## src/rtl/serial_magnitude_comparator_pkg.sv

```systemverilog
// rtl/serial_magnitude_comparator_pkg.sv - shared encodings for the bit-serial magnitude comparator
package serial_magnitude_comparator_pkg;

  // FSM state encoding
  typedef enum logic [1:0] {
    IDLE  = 2'd0,
    SHIFT = 2'd1,
    DONE  = 2'd2
  } state_t;

  // Running comparison decision; DEC_EQ doubles as "undecided so far"
  typedef enum logic [1:0] {
    DEC_EQ = 2'd0,
    DEC_GT = 2'd1,
    DEC_LT = 2'd2
  } dec_t;

endpackage

```

## src/rtl/serial_magnitude_comparator_bit_cell.sv

```systemverilog
// rtl/serial_magnitude_comparator_bit_cell.sv - MSB-first sticky decision step for one bit-pair
module comparator_bit_cell
  import serial_magnitude_comparator_pkg::*;
(
  input  dec_t prior,
  input  logic a_bit,
  input  logic b_bit,
  output dec_t next
);

  // The first differing bit (MSB first) settles the result; later bits never override it
  always_comb begin
    next = prior;
    if (prior == DEC_EQ && a_bit != b_bit) begin
      next = a_bit ? DEC_GT : DEC_LT;
    end
  end

endmodule

```

## src/rtl/serial_magnitude_comparator.sv

```systemverilog
// rtl/serial_magnitude_comparator.sv - bit-serial unsigned magnitude comparator, MSB first
module serial_magnitude_comparator
  import serial_magnitude_comparator_pkg::*;
#(
  parameter int WIDTH = 4
) (
  input  logic clk,
  input  logic rst,
  input  logic start,
  input  logic bit_valid,
  input  logic a_bit,
  input  logic b_bit,
  output logic busy,
  output logic done,
  output logic gt,
  output logic eq,
  output logic lt
);

  localparam int CW = (WIDTH > 1) ? $clog2(WIDTH) : 1;
  localparam logic [CW-1:0] CNT_LOAD = CW'(WIDTH - 1);

  state_t        state;
  state_t        state_next;
  dec_t          dec;
  dec_t          dec_next;
  logic [CW-1:0] cnt;
  logic          last_beat;

  comparator_bit_cell u_cell (
    .prior (dec),
    .a_bit (a_bit),
    .b_bit (b_bit),
    .next  (dec_next)
  );

  assign last_beat = (state == SHIFT) && bit_valid && (cnt == '0);

  // State register
  always_ff @(posedge clk) begin
    if (rst) begin
      state <= IDLE;
    end else begin
      state <= state_next;
    end
  end

  // Next-state logic; start is only honoured outside SHIFT
  always_comb begin
    state_next = state;
    case (state)
      IDLE:    if (start) state_next = SHIFT;
      SHIFT:   if (last_beat) state_next = DONE;
      DONE:    state_next = start ? SHIFT : IDLE;
      default: state_next = IDLE;
    endcase
  end

  // Bit counter, running decision and result registers
  always_ff @(posedge clk) begin
    if (rst) begin
      cnt <= '0;
      dec <= DEC_EQ;
      gt  <= 1'b0;
      eq  <= 1'b0;
      lt  <= 1'b0;
    end else begin
      case (state)
        IDLE, DONE: begin
          if (start) begin
            cnt <= CNT_LOAD;
            dec <= DEC_EQ;
          end
        end
        SHIFT: begin
          if (bit_valid) begin
            dec <= dec_next;
            if (cnt != '0) begin
              cnt <= cnt - 1'b1;
            end else begin
              // Result lands together with entry into DONE so it is valid while done is high
              gt <= (dec_next == DEC_GT);
              eq <= (dec_next == DEC_EQ);
              lt <= (dec_next == DEC_LT);
            end
          end
        end
        default: begin
          cnt <= cnt;
        end
      endcase
    end
  end

  assign busy = (state == SHIFT);
  assign done = (state == DONE);

endmodule

```

## config.mk

```make
export PLATFORM = sky130hd
export DESIGN_NAME = serial_magnitude_comparator
export DESIGN_NICKNAME = d
export VERILOG_FILES = /design/src/rtl/serial_magnitude_comparator_pkg.sv /design/src/rtl/serial_magnitude_comparator_bit_cell.sv /design/src/rtl/serial_magnitude_comparator.sv
export SDC_FILE = /design/constraint.sdc
export NUM_CORES = 1
export LEC_CHECK = 0
export ABC_CLOCK_PERIOD_IN_PS = 3100
export BUFFER_PORTS_ARGS = -buffer_cell sky130_fd_sc_hd__clkbuf_2
export CAP_MARGIN = 20
export CELL_PAD_IN_SITES_DETAIL_PLACEMENT = 1
export CELL_PAD_IN_SITES_GLOBAL_PLACEMENT = 1
export CORE_AREA = 2 2 39 41
export DETAILED_ROUTE_END_ITERATION = 16
export DIE_AREA = 0 0 41 43
export GPL_ROUTABILITY_DRIVEN = 0
export GPL_TIMING_DRIVEN = 0
export PLACE_DENSITY = 0.75
export SLEW_MARGIN = 10
export SYNTH_ARGS = -nofsm -noshare
export SYNTH_HDL_FRONTEND = slang
export SYNTH_SLANG_ARGS = --single-unit
```

## constraint.sdc

```tcl
create_clock -name clk -period 3.1 [get_ports clk]
set_input_delay 0.155 -clock clk [delete_from_list [all_inputs] [get_ports clk]]
set_output_delay 0.155 -clock clk [all_outputs]
set_load 0.03 [all_outputs]
```

# After elaboration in Yosys (flattened, before gate mapping)
# Index checks and enable logic that the tools add are counted.
# totals
elab_cells	45
input_bits	6
reg_bits	9
out_inout_bits	5
# op_classes
bitwise	1
reduce_logical	14
muxes	13
addsub	1
n_eq_ne	10
# op_table
op	n
2-to-1 mux 2 bit	9
logical NOT 2 bit	4
case mux 2 bit (2 select lines)	2
!= test 2 bit (second input constant)	3
case mux 2 bit (3 select lines)	1
AND reduction 3 bit	2
== test 2 x 1 -> 1 bit (second input constant)	2
== test 2 bit (second input constant)	2
!= test 2 x 1 -> 1 bit (second input constant)	2
AND reduction 4 bit	1
nonzero test 2 bit	2
logical AND 1 bit	3
AND reduction 2 bit	1
OR reduction 2 bit	1
subtractor 2 x 1 -> 2 bit (second input constant)	1
2-to-1 mux 1 bit	1
!= test 1 bit	1
NOT 1 bit	1

# Depth between registers and ports, before layout
# Gate-level depths: netlist of the first run.
# depth
depth_word	5
ltp_mapped	5

# By module
# From an unflattened synthesis of the first run, not the netlist that was laid out.
# unflattened
cells_unflattened	46
hier_area_um2	421.7
# by_module_without_submodules
mod	cells_each	area_each_um2	n_inst	seq_area_each_um2
serial_magnitude_comparator	42	396.6	1	180.2
comparator_bit_cell	4	25.0	1	0.0

# Least setup slack after synthesis of the first run
# No wires, ideal clock.
# synth_path
path_kind	register to register
start	reg cnt[0]
end	reg eq
required_time_ns	3.030
t_arrival_ns	1.290
slack_ns	1.740
synth_period_minus_slack_ns	1.360
n_path_buf	0
stages_incl_launch_ff	6
path_cell_list	dfxtp_1 > inv_1 > ha_1 > nand4b_4 > or4_1 > a21oi_1
# synth_via
elab_chain_len	3
# synth_rtl
item	line	source
start, declared	serial_magnitude_comparator.sv:27	logic [CW-1:0] cnt;
start signal, assigned	serial_magnitude_comparator.sv:79	cnt <= cnt - 1'b1;
start signal, assigned	serial_magnitude_comparator.sv:89	cnt <= cnt;
nonzero test 2 bit	serial_magnitude_comparator.sv:78	if (cnt != '0) begin
NOT 1 bit (no source line)	--	
AND reduction 3 bit (no source line)	--	
end signal, assigned	serial_magnitude_comparator.sv:83	eq <= (dec_next == DEC_EQ);
end, declared	serial_magnitude_comparator.sv:16	output logic eq,
# Every way passes these cells.
# A chain may end at the register's enable or synchronous reset.

# Worst setup path in the final report of the first run
# Ends and elaborated chain as after synthesis.

==> results of run 1 <==
==> cells by family after synthesis <==
family / Yosys count / share of synthesized area, %
XOR/XNOR: 1 / 2.07
adder cells (fa/ha/maj): 1 / 2.95
AND/OR/NAND/NOR: 20 / 33.3
AO/OA/AOI/OAI: 10 / 14.7
flip-flops: 9 / 42.5
buffers and inverters: 5 / 4.42
==> worst max path at each step <==
stage | startpoint | end | slack, ps | cells past startpoint
floorplan | cnt[0]$_SDFFE_PP0P_ | eq$_SDFFE_PP0P_ | 1740 | 5
global placement | cnt[0]$_SDFFE_PP0P_ | eq$_SDFFE_PP0P_ | 1650 | 5
detailed placement | cnt[0]$_SDFFE_PP0P_ | eq$_SDFFE_PP0P_ | 1630 | 5
CTS | cnt[0]$_SDFFE_PP0P_ | eq$_SDFFE_PP0P_ | 1590 | 5
global route | cnt[0]$_SDFFE_PP0P_ | eq$_SDFFE_PP0P_ | 1510 | 5
finish | cnt[0]$_SDFFE_PP0P_ | eq$_SDFFE_PP0P_ | 1600 | 5
==> worst max-delay path, cell delays in order, from the launching register on <==
cell	delay, ps
dfxtp_1	320
inv_1	60
ha_1	230
nand4b_4	180
or4_1	490
a21oi_1	140
==> sequential cells by signal (all words and copies together), names as in the netlist <==
register  flops
eq            1
dec           2
state         2
cnt           2
lt            1
gt            1
==> power groups by stage <==
stage          Combinational, uW  Sequential, uW  Clock, uW
2_1_floorplan               26.6             130          0
3_3_place_gp                39.1             129          0
6_report                    40.3             127       90.0
3_5_place_dp                40.3             129          0
5_1_grt                     45.1             127        104
4_1_cts                     40.9             127       96.7
==> layer usage <==
layer,up-vias,wire length (um)
met4,0,0
met3,0,47
met1,178,456
li1,198,-
met5,-,0
met2,8,444
==> stage by stage <==
step                util, %  setup WS [ps]  instances  cell area [sq um]  power [uW]
floorplan                 -           1740         46                424         156
global placement       35.7           1650         72                494         168
detailed placement     35.7           1630         72                494         170
CTS                    37.6           1590         76                520         264
global route           37.6           1510         76                520         276
finish                 37.6           1600         76                520         257
==> layout by cell type (no fill, tap or decap), types with 2 or more instances in the layout <==
cell / instances
nor2_1: 2
a21oi_1: 6
clkbuf_1: 2
dfxtp_1: 9
nand2_1: 4
inv_1: 4
clkbuf_2: 10
o41ai_1: 2
clkbuf_4: 3
and2b_1: 2
a211oi_1: 2
nor3_1: 2
nand3b_1: 3
or4_1: 3
==> final cells by class <==
| class | count | area [sq um] |
|---|---|---|
| tap | 16 | 20.0 |
| fill | 180 | 863 |
| multi-input combinational | 32 | 225 |
| inverter | 4 | 15.0 |
| sequential | 9 | 180 |
| buffer | 1 | 3.75 |
| timing repair buffer | 10 | 50.0 |
| clock buffer | 4 | 26.3 |
==> results.json, run 1 <==
{
  "rows": 14,
  "holdWs_ps": 101,
  "cts_tree": "built",
  "critPathKind": "register to register",
  "comb_power_share_pct": 15.7,
  "drc": 0,
  "clk_pin_slew_ps": 60,
  "grt_use_met2_pct": 19.7,
  "start_util_pct": 30.7,
  "die_w_um": 41,
  "synth_common_cells": "9 x dfxtp_1, 6 x a21oi_1, 4 x inv_1, 4 x nand2_1",
  "end_kind": "register",
  "postCtsSetupRepairBufs": 0,
  "cts_root_buf": "clkbuf_4",
  "post-route-period-util_pct": 48.3,
  "swShare_pct": 26.9,
  "ant_nets": 0,
  "tns_ps": 0,
  "grt_pass1_vias": 357,
  "ys_async_sr_fraction_pct": 0,
  "met3_usage_pct": 7.85,
  "syn_inst": 46,
  "hold_class": "input port to register",
  "slew_headroom_pct": 70.5,
  "drt-pass1-iter-count": 2,
  "io_buffers": 10,
  "grt_pass1_wl_um": 1480,
  "r2r-end": "eq$_SDFFE_PP0P_",
  "ios": 11,
  "synth.most_common_cell": "dfxtp_1",
  "maxSlewViolCount": 0,
  "antenna_found_initial": 0,
  "ir_worst_vdd_mv": 0.246,
  "wl_um": 949,
  "worstPathMaxFanout": 7,
  "final_hold_viol_count": 0,
  "avgSynthCellArea_sq_um": 9.22,
  "critical_path_required_ps": 3290,
  "post_cts_resized": 0,
  "rsz0062_at_grt": "no",
  "holdPathEnd": "lt$_SDFFE_PP0P_",
  "postCtsHoldBufs": 0,
  "use_met1_pct": 14.3,
  "vias": 384,
  "min_period_ps": 1500,
  "antennaDiodeCount": 0,
  "nets": 68,
  "busiest_layer": "met2",
  "r2r_cells": 5,
  "synth-warning-count": 0,
  "startpoint_type": "register",
  "clock_path_buffers": 2,
  "worstPathArrival_ps": 1680,
  "switchingPower_uw": 69.3,
  "via_per_inst": 5.05,
  "hold_depth": 2,
  "worstMarginPinSlew_ps": 442,
  "internal_power_uw": 188,
  "dieArea_sq_mm": 0.00176,
  "synth_top_area_share_pct": 42.5,
  "p_clk_share_pct": 35.0,
  "ys_seq_area_share_pct": 42.5,
  "setup-violations-final": 0,
  "cts_htree_levels": 1,
  "dp_hpwl_um": 691,
  "synth_top_area_cell": "dfxtp_1",
  "ys_types": 18,
  "grt_usage_pct": 13.5,
  "maxCapViolations": 0,
  "clk_latency_ps": 260,
  "p_leak_uw": 0.000232,
  "synth_edf_count": 0,
  "drive_gt1_share_pct": 25.0,
  "r2r_start": "cnt[0]$_SDFFE_PP0P_",
  "die_y_um": 43,
  "drt-wirelength-per-cell_um": 12.5,
  "syn_nets": 53,
  "powerDensity_mw_per_mm2": 494,
  "cts_buffers": 3,
  "status": "completed",
  "synthesis.area_sq_um": 424,
  "power_frac_seq_pct": 49.3,
  "clock_sinks": 9,
  "grt_start_max_net_pins": 11,
  "area_delta_synth_final_pct": 22.7,
  "ys_ff_latch": 9,
  "timing.fmax_ghz": 0.668,
  "core_sq_mm": 0.00138,
  "r2r_slack_ps": 1600,
  "ys_top_cells_by_area": "dfxtp_1 42%, a21oi_1 7.1%, nand4b_4 5.6%, nand3b_1 5.3%, or4_1 5.3%",
  "synth_ff_type": "dfxtp_1",
  "drt_iter0_markers": 1,
  "grt-ovfl-total": 0,
  "hp-start": "rst",
  "fin_skew_ps": 2.24
}
(Power assumes the default switching activity.)
==> run 2, diff against run 1 <==
--- a/config.mk
+++ b/config.mk
@@ -5,17 +5,17 @@
 export SDC_FILE = /design/constraint.sdc
 export NUM_CORES = 1
 export LEC_CHECK = 0
-export ABC_CLOCK_PERIOD_IN_PS = 3100
+export ABC_AREA = 1
+export ABC_CLOCK_PERIOD_IN_PS = 1560
 export BUFFER_PORTS_ARGS = -buffer_cell sky130_fd_sc_hd__clkbuf_2
 export CAP_MARGIN = 20
 export CELL_PAD_IN_SITES_DETAIL_PLACEMENT = 1
 export CELL_PAD_IN_SITES_GLOBAL_PLACEMENT = 1
-export CORE_AREA = 2 2 39 41
+export CORE_UTILIZATION = 33
 export DETAILED_ROUTE_END_ITERATION = 16
-export DIE_AREA = 0 0 41 43
 export GPL_ROUTABILITY_DRIVEN = 0
 export GPL_TIMING_DRIVEN = 0
-export PLACE_DENSITY = 0.75
+export PLACE_DENSITY = 0.81
 export SLEW_MARGIN = 10
 export SYNTH_ARGS = -nofsm -noshare
 export SYNTH_HDL_FRONTEND = slang
==> constraint.sdc (replaced) <==
create_clock -name clk -period 1.56 [get_ports clk]
set_input_delay 0.078 -clock clk [delete_from_list [all_inputs] [get_ports clk]]
set_output_delay 0.078 -clock clk [all_outputs]
set_load 0.03 [all_outputs]
==> run 2 against run 1 <==
  * Maximum frequency rose by 20%
  * Worst hold slack got worse by 87 ps
  * Sequential cell count did not move
  * Synthesized cell count rose by 30%
  * Largest cell class unchanged
  * Largest power group unchanged
==> results.json, run 2 <==
{
  "status": "completed",
  "synth.most_common_cell": "nand2_1",
  "n_fill_cell": 166,
  "tns_ps": 0,
  "drt-pass1-iter-count": 2,
  "slew_headroom_pct": 80.4,
  "hold_depth": 2,
  "die_y_um": 38.1,
  "rsz0062_at_grt": "no",
  "worstPathArrival_ps": 1410,
  "grt_use_met2_pct": 30.1,
  "holdPathEnd": "state[0]$_SDFFE_PP0P_",
  "busiest_layer": "met2",
  "synth_top_area_share_pct": 41.9,
  "clk_latency_ps": 260,
  "drc": 0,
  "worstMarginPinSlew_ps": 293,
  "critPathKind": "register to register",
  "ant_nets": 0,
  "drt-wirelength-per-cell_um": 10.0,
  "min_period_ps": 1250,
  "grt_usage_pct": 16.1,
  "postCtsSetupRepairBufs": 0,
  "timing.fmax_ghz": 0.802,
  "end_kind": "register",
  "antenna_found_initial": 0,
  "ys_ff_latch": 9,
  "avgSynthCellArea_sq_um": 7.17,
  "start_util_pct": 37.2,
  "syn_inst": 60,
  "synth_top_area_cell": "dfxtp_1",
  "ir_worst_vdd_mv": 0.408,
  "dieArea_sq_mm": 0.00145,
  "rows": 12,
  "ys_types": 15,
  "startpoint_type": "register",
  "powerDensity_mw_per_mm2": 1010,
  "critical_path_required_ps": 1720,
  "r2r_slack_ps": 310,
  "cts_htree_levels": 1,
  "ios": 11,
  "drt_iter0_markers": 1,
  "hp-start": "rst",
  "grt_pass1_wl_um": 1570,
  "r2r_start": "cnt[0]$_SDFFE_PP0P_",
  "fin_skew_ps": 5.50,
  "cpMaxStageDelayCell": "dfxtp_1",
  "synth_edf_count": 0,
  "maxCapViolations": 0,
  "final_cell_mix": "14 x nand2_1, 12 x inv_1, 10 x clkbuf_2",
  "cpMostUsedCell": "nand2_1",
  "ys_async_sr_fraction_pct": 0,
  "vias": 416,
  "final_common_cell": "nand2_1",
  "place_area_sq_um": 498,
  "maxSlewViolCount": 0,
  "p_leak_uw": 0.000259,
  "die_w_um": 38.1,
  "ys_seq_area_share_pct": 41.9,
  "post_cts_resized": 0,
  "syn_nets": 67,
  "wl_um": 882,
  "slowest_delay_ps": 310,
  "crit_start": "cnt[0]$_SDFFE_PP0P_",
  "synth-warning-count": 0,
  "clock_sinks": 9,
  "postCtsHoldBufs": 0,
  "path_buf_inv": 2,
  "synth_ff_type": "dfxtp_1",
  "post-route-period-util_pct": 80.0,
  "dp_hpwl_um": 725,
  "clk_pin_slew_ps": 60,
  "met3_usage_pct": 5.23,
  "cts_tree": "built",
  "clock_path_buffers": 2,
  "grt_pass1_vias": 432,
  "via_per_inst": 4.73,
  "io_buffers": 10,
  "reg.largest.list": "cnt x2, dec x2, state x2",
  "antennaDiodeCount": 0,
  "ys_top_cells_by_area": "dfxtp_1 42%, nand2_1 12%, inv_1 10%, a21oi_1 7.0%, nand3_1 5.8%",
  "hold_class": "input port to register",
  "drive_gt1_share_pct": 25.7,
  "nets": 82,
  "synthesis.area_sq_um": 430,
  "grt_start_max_net_pins": 7,
  "final_hold_viol_count": 0,
  "use_met1_pct": 15.2,
  "cpLargestDelayFamily": "simple AND/OR/NAND/NOR gates",
  "cts_buffers": 3,
  "worstPathMaxFanout": 5,
  "r2r_cells": 8,
  "core_sq_mm": 0.00116,
  "setup-violations-final": 0,
  "grt-ovfl-total": 0,
  "final_area_sq_um": 526,
  "path_cells": "inv_1 > ha_1 > nand2_1 > nor2_4 > inv_2 > nand2_1 > o21ai_1 > and3_1",
  "cts_root_buf": "clkbuf_4",
  "synth_common_cells": "14 x nand2_1, 12 x inv_1, 9 x dfxtp_1, 6 x a21oi_1, 5 x nand3_1",
  "area_delta_synth_final_pct": 22.1,
  "r2r-end": "gt$_SDFFE_PP0P_"
}
==> run 2: cell types whose count changed after synthesis, sizes merged, moves of 2 or more <==
| cell | previous run | this run |
|---|---|---|
| and2b | 2 | 0 |
| nand2 | 4 | 15 |
| or4 | 3 | 0 |
| o41ai | 2 | 0 |
| a211oi | 2 | 0 |
| nor3 | 2 | 0 |
| nand3b | 3 | 0 |
| nand3 | 0 | 5 |
| o21ai | 0 | 4 |
| inv | 4 | 13 |
| nor2 | 2 | 5 |
==> run 2: through the flow <==
stage,hold slack [ps],total power (uW),std cells,util (%),setup WS [ps]
detailed placement,294,358,84,43.1,319
global route,19.3,566,88,45.5,226
floorplan,147,330,60,-,416
global placement,290,354,84,43.1,339
CTS,12.3,539,88,45.5,286
finish,14.1,531,88,45.5,313
==> run 2: how the worst max path moves through the flow <==
| stage | end | slack [ps] | depth (start not counted) |
|---|---|---|---|
| 2_1_floorplan | gt$_SDFFE_PP0P_ | 420 | 8 |
| 3_3_place_gp | gt$_SDFFE_PP0P_ | 340 | 8 |
| 3_5_place_dp | gt$_SDFFE_PP0P_ | 320 | 8 |
| 4_1_cts | gt$_SDFFE_PP0P_ | 290 | 8 |
| 5_1_grt | gt$_SDFFE_PP0P_ | 230 | 8 |
| 6_report | gt$_SDFFE_PP0P_ | 310 | 8 |
==> run 2: final cells by class <==
cell class / instances / area [sq um] / area share (%)
multi-input combinational: 38 / 201 / 38.3
sequential: 9 / 180 / 34.3
timing repair buffer: 10 / 50.0 / 9.52
inverter: 13 / 48.8 / 9.29
clock buffer: 3 / 22.5 / 4.29
tap: 14 / 17.5 / 3.33
clock inverter: 1 / 5.00 / 0.952
==> run 2: routing by layer <==
metal	wire, um	vias up	part of all wire, %
met4	16	0	1.8
met5	0	-	0
met3	43	2	4.9
li1	-	219	-
met1	390	184	44
met2	432	11	49
==> run 2: cells by family after synthesis <==
kind of cell / after synthesis / synth area share, %
DFF: 9 / 41.9
buffers and inverters: 13 / 11.3
adders and majority gates: 1 / 2.91
and+or+nand+nor: 26 / 29.9
AOI/OAI and AO/OA: 11 / 14.0
==> run 2: power breakdown <==
group	switching [uW]	leakage, uW	total, uW	internal [uW]
Sequential	8.31	0.0000736	252	244
Clock	85.5	0.0000177	180	94.7
Combinational	65.4	0.000168	99.2	33.8
